File: config.mk
export PLATFORM = sky130hd
export DESIGN_NAME = contador_mod_param
export DESIGN_NICKNAME = d
export VERILOG_FILES = /design/src/rtl/contador_mod_param.sv
export SDC_FILE = /design/constraint.sdc
export NUM_CORES = 1
export LEC_CHECK = 0
export ABC_AREA = 1
export ABC_CLOCK_PERIOD_IN_PS = 7100
export CORE_AREA = 2 2 72 74
export CTS_CLUSTER_DIAMETER = 150
export CTS_CLUSTER_SIZE = 14
export DETAILED_ROUTE_END_ITERATION = 8
export DIE_AREA = 0 0 74 76
export PLACE_DENSITY = 0.76
export SKIP_CTS_REPAIR_TIMING = 1
export SYNTH_ARGS = -nofsm -noshare
export SYNTH_HDL_FRONTEND = slang
export SYNTH_SLANG_ARGS = --single-unit
export TNS_END_PERCENT = 20
File: constraint.sdc
create_clock -name clk -period 7.1 [get_ports clk]
set_input_delay 1.42 -clock clk [delete_from_list [all_inputs] [get_ports clk]]
set_output_delay 1.42 -clock clk [all_outputs]
set_load 0.02 [all_outputs]
File: src/rtl/contador_mod_param.sv
// Parametrised modulo counter for the RTC chain: enable, up/down, clamped load,
// registered wrap/borrow cascade pulses and a registered two-digit BCD view of the count.
module contador_mod_param #(
  parameter int WIDTH   = 5,
  parameter int MIN_VAL = 0,
  parameter int MAX_VAL = 23
) (
  input  logic             clk,
  input  logic             reset_clk,
  input  logic             en,
  input  logic             up_down,
  input  logic             load,
  input  logic [WIDTH-1:0] load_val,
  output logic [WIDTH-1:0] conta,
  output logic             wrap,
  output logic             borrow,
  output logic [3:0]       bcd_tens,
  output logic [3:0]       bcd_units
);

  localparam logic [WIDTH-1:0] MIN_W = WIDTH'(MIN_VAL);
  localparam logic [WIDTH-1:0] MAX_W = WIDTH'(MAX_VAL);

  // Binary 0..99 to {tens, units}: nine conditional subtract-10 passes, no divider.
  function automatic logic [7:0] to_bcd(input logic [6:0] value);
    logic [6:0] rem;
    logic [3:0] tens;
    rem  = value;
    tens = 4'd0;
    for (int i = 32'sd0; i < 32'sd9; i++) begin
      tens = (rem >= 7'd10) ? tens + 4'd1 : tens;
      rem  = (rem >= 7'd10) ? rem - 7'd10 : rem;
    end
    return {tens, rem[3:0]};
  endfunction

  localparam logic [7:0] RST_BCD = to_bcd(7'(MIN_VAL));

  logic [WIDTH-1:0] count_next;
  logic             wrap_next;
  logic             borrow_next;
  logic [7:0]       bcd_next;
  logic             in_range;

  // Next-state selection: load beats enable, enable beats hold.
  always_comb begin
    count_next  = conta;
    wrap_next   = 1'b0;
    borrow_next = 1'b0;
    in_range    = (conta >= MIN_W) && (conta <= MAX_W);
    if (load) begin
      if (load_val < MIN_W) begin
        count_next = MIN_W;
      end else if (load_val > MAX_W) begin
        count_next = MAX_W;
      end else begin
        count_next = load_val;
      end
    end else if (en) begin
      if (up_down) begin
        if (!in_range) begin
          count_next = MIN_W;
        end else if (conta == MAX_W) begin
          count_next = MIN_W;
          wrap_next  = 1'b1;
        end else begin
          count_next = conta + {{(WIDTH-1){1'b0}}, 1'b1};
        end
      end else begin
        if (!in_range) begin
          count_next = MAX_W;
        end else if (conta == MIN_W) begin
          count_next  = MAX_W;
          borrow_next = 1'b1;
        end else begin
          count_next = conta - {{(WIDTH-1){1'b0}}, 1'b1};
        end
      end
    end else begin
      count_next = conta;
    end
    bcd_next = to_bcd(7'(count_next));
  end

  // State and output registers; BCD is taken from the next count so it never lags conta.
  always_ff @(posedge clk or negedge reset_clk) begin
    if (!reset_clk) begin
      conta     <= MIN_W;
      wrap      <= 1'b0;
      borrow    <= 1'b0;
      bcd_tens  <= RST_BCD[7:4];
      bcd_units <= RST_BCD[3:0];
    end else begin
      conta     <= count_next;
      wrap      <= wrap_next;
      borrow    <= borrow_next;
      bcd_tens  <= bcd_next[7:4];
      bcd_units <= bcd_next[3:0];
    end
  end

endmodule

==> qor.txt <==
STATUS
------------------------------------------------------------------------------------
Outcome ............................................................... finished clean

SYNTH
------------------------------------------------------------------------------------
Count of flip-flops with a built-in enable after synthesis ............            0
Top post-synthesis cells by count ..................................... 94 x nand2_1, 59 x inv_1, 42 x nand3_1
Most frequent cell after synthesis ....................................      nand2_1
Flip-flop cell with the highest count after synthesis .................      dfrtp_1
Flip-flop and latch count after synthesis .............................           14
Synth area leaders .................................................... nand2_1 14%, dfrtp_1 14%, ha_1 9.0%, inv_1 8.9%, nand3_1 8.4%
Count of synthesis-stage warnings from yosys ..........................            0
Fraction of post-synthesis cell area in the top cell type by area .....        0.141
Syn Area/Cell .........................................................   6.57 sq um
Count of different cell masters after synthesis .......................           40
Cell type with the largest total area after synthesis .................      nand2_1
Share of flip-flops with an asynchronous set or reset after synthesis .         1.00
Cell Area, Synth ...................................................... 0.00250 sq mm
Net count after synthesis .............................................          408
Syn Inst Count ........................................................          380
Register area share after synthesis ...................................        0.140

RUN
------------------------------------------------------------------------------------
Max Cap Violations ....................................................            0

CLOCKING
------------------------------------------------------------------------------------
Clock latency reported for the late side of the worst-skew pair .......      0.25 ns
Number of buffers on the longest clock path ...........................            2
CTS tree ..............................................................        built
CTS buffer count ......................................................            3
Library cell used as clock root buffer ................................     clkbuf_8
Clk slew on worst S/H paths ...........................................      0.06 ns
Number of sinks handled by clock tree synthesis .......................           14
# H-tree levels .......................................................            1

STA
------------------------------------------------------------------------------------
Worst-Margin Slew .....................................................     0.624 ns
Setup-failing EPs final ...............................................            0
Final Slew Violations .................................................            0
Final period util .....................................................        0.985
Final min period ......................................................      6.99 ns
Final Worst Setup Slack ...............................................     0.106 ns
Layout Skew ...........................................................   0.00317 ns
Worst slew margin .....................................................        0.582
Maximum clock frequency ...............................................      143 MHz
Hold violation count in the final report ..............................            0

GLOBAL ROUTING
------------------------------------------------------------------------------------
Tot GR Track Use ......................................................        0.220
Gr ovfl total .........................................................            0
Number of antenna violations at the first check in global routing .....            0
Maximum number of pins on one net before global-route repair ..........           15
First-pass GRT wire length ............................................     10600 um
Vias in the first global route ........................................         2727

DRT
------------------------------------------------------------------------------------
Routed met3 length ....................................................       286 um
Final ANT Viol Nets ...................................................            0
Via count of the routed design ........................................         2959
Initial detailed-routing violation count ..............................          182
Total detailed-routing wirelength .....................................      7670 um
Top layer in use ......................................................         met4
Met2 WL post-DR .......................................................      4170 um
Sum of routed wire segments on met1 ...................................      3060 um
DR WL/cell ............................................................      13.5 um
Via count normalized by instance count ................................         5.21
Number of detailed-route iterations in the first pass .................            4
Count of unresolved DRC violations after routing ......................            0

MIN PATH
------------------------------------------------------------------------------------
Worst min-delay path endpoint .........................................         wrap
Tightest Hold Check Type .............................................. flip-flop to flip-flop
Instance count along the most critical hold path ......................            3
Start point of the worst hold path ....................................     conta[3]

SETUP PATH
------------------------------------------------------------------------------------
CP required ...........................................................      7.29 ns
Maximum fanout count along the critical path ..........................            5
Crit path capture type ................................................    flip-flop
CP peak stage delay ...................................................      0.30 ns
Crit-path slowest cell ................................................         ha_1
Reg-to-reg critical path startpoint ................................... bcd_units[0]
Count of cells along the worst register-to-register path ..............           54
Data arrival time of the critical path ................................      7.18 ns
Worst setup path category ............................................. input pin to flip-flop
R2R Path End ..........................................................  bcd_tens[2]
Element type at the critical path start ...............................    input pin
Worst setup slack for register-to-register paths ......................      0.58 ns

FINISH
------------------------------------------------------------------------------------
Ratio of cells with drive above 1 in the final layout .................        0.450
Final design utilization ..............................................        0.786
Number of nets at the end of the flow .................................          527
Count of antenna diodes in the layout .................................            0
Area Growth Syn to Fin ................................................        54.7%

PLACE
------------------------------------------------------------------------------------
Dpl ws ................................................................    -0.517 ns
Final HPWL DP .........................................................      4950 um
Final weighted congestion of routability-driven global placement ......        0.884
Buffers on Ports ......................................................           24

DIE
------------------------------------------------------------------------------------
Area of the placeable core ............................................ 0.00491 sq mm
Boundary pin count ....................................................           25
Height of the chip ....................................................        76 um
Standard-cell rows ....................................................           26
Starting density of the core ..........................................        0.508
Horizontal die dimension ..............................................        74 um
Area of the die ....................................................... 0.00562 sq mm

==> worst max-delay path by stage <==
stage                      startpoint      endpoint  slack (ns)  depth (start not counted)
after global placement        up_down   bcd_tens[1]       -0.29                         55
after floorplan           load_val[4]  bcd_units[1]     0.00003                         57
after detailed placement           en   bcd_tens[2]       -0.52                         50
final                              en   bcd_tens[2]        0.11                         51
after CTS                          en   bcd_tens[2]       -0.28                         50
after global routing               en   bcd_tens[2]       -0.27                         51
==> stage by stage <==
stage | TNS [ns] | hold slack, ns | area [sq um] | cells
floorplan | 0 | 0.749 | 2510 | 380
global placement | -1.85 | 0.687 | 3420 | 552
detailed placement | -3.26 | 0.688 | 3420 | 552
CTS | -1.70 | 0.696 | 3480 | 556
global route | -1.59 | 0.742 | 3860 | 568
finish | 0 | 0.741 | 3860 | 568
==> cell type report <==
class | count | area (sq um)
tap | 70 | 87.6
multi-input combinational | 292 | 2100
timing repair buffer | 119 | 998
inverter | 69 | 273
sequential | 14 | 350
clock buffer | 4 | 55.1
fill | 294 | 1050
==> flip-flops by register name (all words and copies together), names as in the netlist <==
register,count
conta,4
borrow,1
bcd_tens,4
wrap,1
bcd_units,4
==> cells by family (layout without fill, tap and decap cells) <==
group                      Yosys count  in the layout  synth area share
DFF                                 14             14             0.140
adders and majority gates           18             18            0.0902
xor gates and xnor gates             9              9            0.0316
and+or+nand+nor                    225            225             0.485
buffers and inverters               74            192             0.127
AOI/OAI and AO/OA                   40             40             0.125
==> worst max-delay path: cells and delay by family <==
kind            cells  cell delay [ns]
fa+ha+maj           7             1.45
simple gates       28             2.45
compound gates      3             0.32
xor+xnor            2             0.34
buf+inv            11             1.18
==> layout by cell type, fill, tap and decap left out, drive strengths merged, types with 2 or more instances in the layout <==
master	n
a21boi	2
a21oi	13
buf	95
clkbuf	5
clkdlybuf4s50	17
dfrtp	14
dlymetal6s2s	6
ha	18
inv	67
nand2	132
nand3	51
nand4	13
nor2	25
nor3	2
o21ai	19
xnor2	3
xor2	6
==> layer usage <==
layer / global-route usage / up-vias
met1: 0.249 / 1369
met5: 0 / -
met3: 0.0172 / 19
met4: 0.0473 / 0
li1: - / 1458
met2: 0.430 / 113
Power is not shown: default switching activity piles up to over one toggle a cycle in this logic, so the estimate is an artifact.
